`config.mk`:
```
export PLATFORM = sky130hd
export DESIGN_NAME = mem_wait_ctrl_flat
export DESIGN_NICKNAME = d
export VERILOG_FILES = /design/src/rtl/mem_wait_pkg.sv /design/src/rtl/mem_wait_ctrl_if.sv /design/src/rtl/mem_wd_cnt.sv /design/src/rtl/mem_wait_ctrl.sv /design/src/flat_wrapper.sv
export SDC_FILE = /design/constraint.sdc
export NUM_CORES = 1
export LEC_CHECK = 0
export ABC_AREA = 1
export CORE_ASPECT_RATIO = 1.5
export CORE_MARGIN = 2
export CORE_UTILIZATION = 42
export CTS_BUF_LIST = sky130_fd_sc_hd__clkbuf_4
export CTS_CLUSTER_DIAMETER = 150
export DETAILED_ROUTE_END_ITERATION = 10
export PLACE_DENSITY = 0.95
export SLEW_MARGIN = 40
export SYNTH_ARGS = -nofsm -noshare
export SYNTH_HDL_FRONTEND = slang
export SYNTH_SLANG_ARGS = --single-unit
```
`constraint.sdc`:
```
create_clock -name clk -period 2.6 [get_ports clk]
set_input_delay 0.39 -clock clk [delete_from_list [all_inputs] [get_ports clk]]
set_output_delay 0.39 -clock clk [all_outputs]
set_load 0.01 [all_outputs]
```
`src/rtl/mem_wait_pkg.sv`:
```
// Shared types and constants for the wait-state memory controller.
// Build option: MEM_TIMEOUT_EN enables the WAIT watchdog.
package mem_wait_pkg;

  typedef enum logic [1:0] {
    S_IDLE = 2'd0,
    S_WAIT = 2'd1,
    S_DONE = 2'd2
  } state_e;

  localparam logic [31:0] MEM_ABORT_DATA = 32'hDEADBEEF;
  localparam int TIMEOUT_CYC_DEF = 16;

endpackage

```
`src/rtl/mem_wait_ctrl_if.sv`:
```
// CPU-side and memory-side signals of the wait-state controller.
// master: the controller; slave: the CPU/memory environment.
interface mem_wait_ctrl_if #(
  parameter int ADDR_W = 8
);

  logic [31:0]       cpu_adr;
  logic [31:0]       cpu_wdata;
  logic              cpu_re;
  logic              cpu_we;
  logic [31:0]       cpu_rdata;
  logic              cpu_stall;
  logic              mem_req;
  logic              mem_we;
  logic [ADDR_W-1:0] mem_addr;
  logic [31:0]       mem_wdata;
  logic              mem_ack;
  logic [31:0]       mem_rdata;
  logic              err;

  modport master (
    input  cpu_adr,
    input  cpu_wdata,
    input  cpu_re,
    input  cpu_we,
    output cpu_rdata,
    output cpu_stall,
    output mem_req,
    output mem_we,
    output mem_addr,
    output mem_wdata,
    input  mem_ack,
    input  mem_rdata,
    output err
  );

  modport slave (
    output cpu_adr,
    output cpu_wdata,
    output cpu_re,
    output cpu_we,
    input  cpu_rdata,
    input  cpu_stall,
    input  mem_req,
    input  mem_we,
    input  mem_addr,
    input  mem_wdata,
    output mem_ack,
    output mem_rdata,
    input  err
  );

endinterface

```
`src/rtl/mem_wd_cnt.sv`:
```
// Watchdog counter for the WAIT state of mem_wait_ctrl.
// Instantiated only when MEM_TIMEOUT_EN is defined.
module mem_wd_cnt
  import mem_wait_pkg::*;
#(
  parameter int TIMEOUT_CYC = TIMEOUT_CYC_DEF
) (
  input  logic clk,
  input  logic rst_n,
  input  logic clr,
  input  logic en,
  output logic expired
);

  localparam int W = $clog2(TIMEOUT_CYC + 1);

  logic [W-1:0] cnt_q;
  logic [W-1:0] cnt_d;

  always_comb begin
    cnt_d = cnt_q;
    if (clr) begin
      cnt_d = '0;
    end else if (en) begin
      cnt_d = cnt_q + W'(1);
    end
  end

  // Fires during the last allowed WAIT cycle without ack.
  assign expired = (cnt_q == W'(TIMEOUT_CYC - 1));

  always_ff @(posedge clk or negedge rst_n) begin
    if (!rst_n) begin
      cnt_q <= '0;
    end else begin
      cnt_q <= cnt_d;
    end
  end

endmodule

```
`src/rtl/mem_wait_ctrl.sv`:
```
// Stalls the datapath around a req/ack handshake memory access.
// Build option: MEM_TIMEOUT_EN adds a WAIT watchdog and sticky err.
module mem_wait_ctrl
  import mem_wait_pkg::*;
#(
  parameter int ADDR_W      = 8,
  parameter int TIMEOUT_CYC = TIMEOUT_CYC_DEF
) (
  input logic             clk,
  input logic             rst_n,
  mem_wait_ctrl_if.master bus
);

  state_e            state_q;
  state_e            state_d;
  logic              we_q;
  logic              we_d;
  logic [ADDR_W-1:0] addr_q;
  logic [ADDR_W-1:0] addr_d;
  logic [31:0]       wdata_q;
  logic [31:0]       wdata_d;
  logic [31:0]       rdata_q;
  logic [31:0]       rdata_d;
  logic              stall;
  logic              req;
  logic              cpu_req;

  logic unused_adr;
  assign unused_adr = ^{bus.cpu_adr[31:ADDR_W+2], bus.cpu_adr[1:0]};

  assign cpu_req = bus.cpu_re | bus.cpu_we;

`ifdef MEM_TIMEOUT_EN
  logic err_q;
  logic err_d;
  logic cnt_clr;
  logic cnt_en;
  logic expired;

  mem_wd_cnt #(
    .TIMEOUT_CYC(TIMEOUT_CYC)
  ) u_wd (
    .clk    (clk),
    .rst_n  (rst_n),
    .clr    (cnt_clr),
    .en     (cnt_en),
    .expired(expired)
  );
`endif

  always_comb begin
    state_d = state_q;
    we_d    = we_q;
    addr_d  = addr_q;
    wdata_d = wdata_q;
    rdata_d = rdata_q;
    stall   = 1'b0;
    req     = 1'b0;
`ifdef MEM_TIMEOUT_EN
    err_d   = err_q;
    cnt_clr = 1'b0;
    cnt_en  = 1'b0;
`endif
    unique case (state_q)
      S_IDLE: begin
        if (cpu_req) begin
          stall   = 1'b1;
          we_d    = bus.cpu_we;
          addr_d  = bus.cpu_adr[ADDR_W+1:2];
          wdata_d = bus.cpu_wdata;
          state_d = S_WAIT;
`ifdef MEM_TIMEOUT_EN
          cnt_clr = 1'b1;
`endif
        end
      end
      S_WAIT: begin
        stall = 1'b1;
        req   = 1'b1;
        // An ack in the expiry cycle takes priority over the abort.
        if (bus.mem_ack) begin
          if (!we_q) begin
            rdata_d = bus.mem_rdata;
          end
          state_d = S_DONE;
        end
`ifdef MEM_TIMEOUT_EN
        else begin
          cnt_en = 1'b1;
          if (expired) begin
            if (!we_q) begin
              rdata_d = MEM_ABORT_DATA;
            end
            err_d   = 1'b1;
            state_d = S_DONE;
          end
        end
`endif
      end
      S_DONE: begin
        state_d = S_IDLE;
      end
      default: begin
        state_d = S_IDLE;
      end
    endcase
  end

  always_ff @(posedge clk or negedge rst_n) begin
    if (!rst_n) begin
      state_q <= S_IDLE;
      we_q    <= 1'b0;
      addr_q  <= '0;
      wdata_q <= '0;
      rdata_q <= '0;
    end else begin
      state_q <= state_d;
      we_q    <= we_d;
      addr_q  <= addr_d;
      wdata_q <= wdata_d;
      rdata_q <= rdata_d;
    end
  end

`ifdef MEM_TIMEOUT_EN
  always_ff @(posedge clk or negedge rst_n) begin
    if (!rst_n) begin
      err_q <= 1'b0;
    end else begin
      err_q <= err_d;
    end
  end

  assign bus.err = err_q;
`else
  assign bus.err = 1'b0;
`endif

  assign bus.cpu_stall = stall;
  assign bus.cpu_rdata = rdata_q;
  assign bus.mem_req   = req;
  assign bus.mem_we    = we_q;
  assign bus.mem_addr  = addr_q;
  assign bus.mem_wdata = wdata_q;

endmodule

```
`src/flat_wrapper.sv`:
```
// flat-port wrapper written by rule: the top's interface ports become plain ports
module mem_wait_ctrl_flat import mem_wait_pkg::*;
#(
  parameter int ADDR_W      = 8,
  parameter int TIMEOUT_CYC = TIMEOUT_CYC_DEF
)
  (clk, rst_n, bus_cpu_adr, bus_cpu_wdata, bus_cpu_re, bus_cpu_we, bus_cpu_rdata, bus_cpu_stall, bus_mem_req, bus_mem_we, bus_mem_addr, bus_mem_wdata, bus_mem_ack, bus_mem_rdata, bus_err);
  mem_wait_ctrl_if #(.ADDR_W(ADDR_W)) bus_i ();
  input logic clk;
  input logic rst_n;
  input wire logic [$bits(bus_i.cpu_adr)-1:0] bus_cpu_adr;
  input wire logic [$bits(bus_i.cpu_wdata)-1:0] bus_cpu_wdata;
  input wire logic [$bits(bus_i.cpu_re)-1:0] bus_cpu_re;
  input wire logic [$bits(bus_i.cpu_we)-1:0] bus_cpu_we;
  output wire logic [$bits(bus_i.cpu_rdata)-1:0] bus_cpu_rdata;
  output wire logic [$bits(bus_i.cpu_stall)-1:0] bus_cpu_stall;
  output wire logic [$bits(bus_i.mem_req)-1:0] bus_mem_req;
  output wire logic [$bits(bus_i.mem_we)-1:0] bus_mem_we;
  output wire logic [$bits(bus_i.mem_addr)-1:0] bus_mem_addr;
  output wire logic [$bits(bus_i.mem_wdata)-1:0] bus_mem_wdata;
  input wire logic [$bits(bus_i.mem_ack)-1:0] bus_mem_ack;
  input wire logic [$bits(bus_i.mem_rdata)-1:0] bus_mem_rdata;
  output wire logic [$bits(bus_i.err)-1:0] bus_err;
  assign bus_i.cpu_adr = bus_cpu_adr;
  assign bus_i.cpu_wdata = bus_cpu_wdata;
  assign bus_i.cpu_re = bus_cpu_re;
  assign bus_i.cpu_we = bus_cpu_we;
  assign bus_cpu_rdata = bus_i.cpu_rdata;
  assign bus_cpu_stall = bus_i.cpu_stall;
  assign bus_mem_req = bus_i.mem_req;
  assign bus_mem_we = bus_i.mem_we;
  assign bus_mem_addr = bus_i.mem_addr;
  assign bus_mem_wdata = bus_i.mem_wdata;
  assign bus_i.mem_ack = bus_mem_ack;
  assign bus_i.mem_rdata = bus_mem_rdata;
  assign bus_err = bus_i.err;
  mem_wait_ctrl #(.ADDR_W(ADDR_W), .TIMEOUT_CYC(TIMEOUT_CYC)) u_core (.clk(clk), .rst_n(rst_n), .bus(bus_i));
endmodule
```
==> metrics <==
status=finished clean; top cells by area, synth=dfrtp_1 (63%), nand2_1 (19%), nand3_1 (12%), buf_2 (3.4%), nor2_2 (0.42%); mux contribution to synthesized area=0; die extent in y=roughly 110 um; total grt overflow=0; critical path class=reg -> out; DR WL/cell=~14 um; Hold WC Path Type=reg -> reg; post-synthesis adder-cell area fraction=0; drt first pass iters=5; Mapped Cells=~330; Post-CTS Repair Setup Buffers=0; Multi-input gate area=about 970 sq um; total CTS buffers=9; RSZ-0062 raised after global routing=false; register area share after synthesis=0.631; Clock Latency Late Sink=approximately 0.42 ns; Compound-Gate Fraction of Synth Area=0.00168; Layout area overhead=55.7%; Slew Limit Fails=0; via count=about 2800; CP peak stage delay=between 0.5 and 0.6 ns; post-route ant nets=0; setup violators final=0; FMAX=slightly below 500 MHz; vias in the first global route=roughly 2800; Reg clk slew, reported paths=about 0.10 ns; Syn Area/Cell=about 9.0 sq um; post-synth top area cell=dfrtp_1; GPL Wtd Cong=roughly 0.76; Final period util=0.800; ratio of cells with drive above 1 in the final layout=0.0560; min-delay src=u_core.bus.mem_wdata[28]; main combinational cell family by area after synthesis=simple AND/OR/NAND/NOR gates; number of H-tree levels=3; Setup crit start=u_core.state_q[1]; Pwr Total=about 5200 uW; WP buf/inv=2; crit path cell chain=nor2_4 > inv_1 > nand2_1 > clkdlybuf4s50_1; Final TNS setup=0 ns; commonest cells after routing, fill and taps aside=nand2_1 (150), clkdlybuf4s50_1 (150), dfrtp_1 (75); CP max-delay cell=clkdlybuf4s50_1; core area=0.00685 sq mm; CTS Sinks=75; Max-Cap Viols=0; Yosys warnings=0; Slew HR=0.558; detailed-route DRC error count=0; DR iter-0 viols=~150; synthesized area=between 0.002 and 0.003 sq mm; startpoint class of the critical path=flip-flop; CP required=2.21 ns; row count=37; Syn Nets=approximately 430; r2r startpoint=u_core.state_q[1]; CP top delay family=buffers and inverters; worst slew pin tran=0.663 ns; Leak=roughly 0.0023 uW; port bufs=around 150; first-pass GRT wire length=about 13 mm; # fillers=~550; clock root buffer=clkbuf_4; Yosys top cell area share=0.631; design area=~0.0046 sq mm; nets@finish=579; Starting Density=0.434; GR Util All Layers=0.215; minimum clock period after layout=between 2 and 2.5 ns; Worst Skew=between 0.01 and 0.015 ns; Detailed Place HPWL=5.75 mm; peak supply drop=~0.64 mV; Pwr Density=between 1000 and 1500 mW/mm^2; number of I/O pins=177; pin count of the biggest net entering global routing=between 70 and 80; CTS tree=built; register area=0.00188 sq mm; Seq cells post-synth=75; Vias/cell=~5.0; die area=0.00778 sq mm; Synth Area in XOR/XNOR=0; Routed WL=about 8.0 mm; final hold vios=0; Synth Area in Simple Gates=0.322; Ant. Diodes=0; Setup crit end kind=output port; crit-path max FO=3; initial antenna violation count=0; post-cts sizing count=0; die width=72.7 um; CP arrival=approximately 1.7 ns; CTS max path bufs=2; Yosys cell types=14; DP Area=roughly 0.0045 sq mm
[cells by family (layout without fill, tap and decap cells)]
family,Yosys count,count (layout)
other cells,1,1
simple gates,227,227
compound gates,1,1
buf+inv,27,178
flops,75,75
[synth_stat cells]
library cell and number:
dfrtp_1 75, nor2_4 1, o21ai_0 1, nand2_2 1, nor2_1 1, buf_4 1
clkbuf_1 1, nor2_2 2, inv_1 3, nand2_1 150, buf_2 20, conb_1 1
inv_2 2, nand3_1 72
[stage by stage]
step	instances	worst slack, ns	util	hold slack [ns]
2_1_floorplan	331	1.27	-	0.0944
3_3_place_gp	544	0.576	0.659	0.454
3_5_place_dp	544	0.551	0.659	0.458
4_1_cts	560	0.478	0.675	0.483
5_1_grt	560	0.417	0.675	0.486
6_report	560	0.519	0.675	0.477
[report_power, final]
group | leakage (uW) | total, uW | internal [uW] | switching [uW]
Sequential | 0.000931 | 2020 | 1710 | 301
Clock | 0.0000639 | 581 | 206 | 375
Combinational | 0.00128 | 2650 | 1350 | 1300
Total | 0.00227 | 5250 | 3270 | 1980
[flip-flops by register name (all words and copies together) (netlist names)]
register / cells
u_core.bus.cpu_rdata: 32
u_core.bus.mem_addr: 8
u_core.bus.mem_wdata: 32
u_core.bus.mem_we: 1
u_core.state_q: 2
[worst reg2reg max path, delay by kind of cell (launching register included)]
kind	cells	cell delay, ns
and+or+nand+nor	4	0.42
DFF	1	0.43
buffers and inverters	2	0.59
[layer usage]
metal,global-route usage,vias up,part of all wire
met3,0.0639,18,0.084
li1,-,1346,-
met5,0,-,0
met2,0.370,121,0.52
met4,0.108,0,0.026
met1,0.236,1317,0.37
[area by class of cell]
cell class                      instances  area share
Multi-Input combinational cell        229       0.209
Tap cell                               78      0.0211
Timing Repair Buffer                  158       0.339
Clock buffer                           11      0.0178
Sequential cell                        75       0.406
Inverter                                5     0.00406
Clock inverter                          4     0.00406
[timing repair]
item                       4_1_cts  5_1_grt
setup endpoints to repair        0        0
hold buffers                     1        0
hold endpoints to repair        71        0
[final timing paths]
kind                                            end  slack [ns]  depth (start not counted)
hold / removal             u_core.bus.mem_wdata[28]        0.48                          2
hold reg to reg            u_core.bus.mem_wdata[28]        0.48                          2
setup reg to reg           u_core.bus.cpu_rdata[21]        1.08                          6
setup / recovery                      bus_cpu_stall        0.52                          4
min in group asynchronous  u_core.bus.cpu_rdata[30]        0.55                          2
max in group asynchronous         u_core.state_q[1]        1.60                          2
No activity file was read; power rests on OpenSTA's default activity.
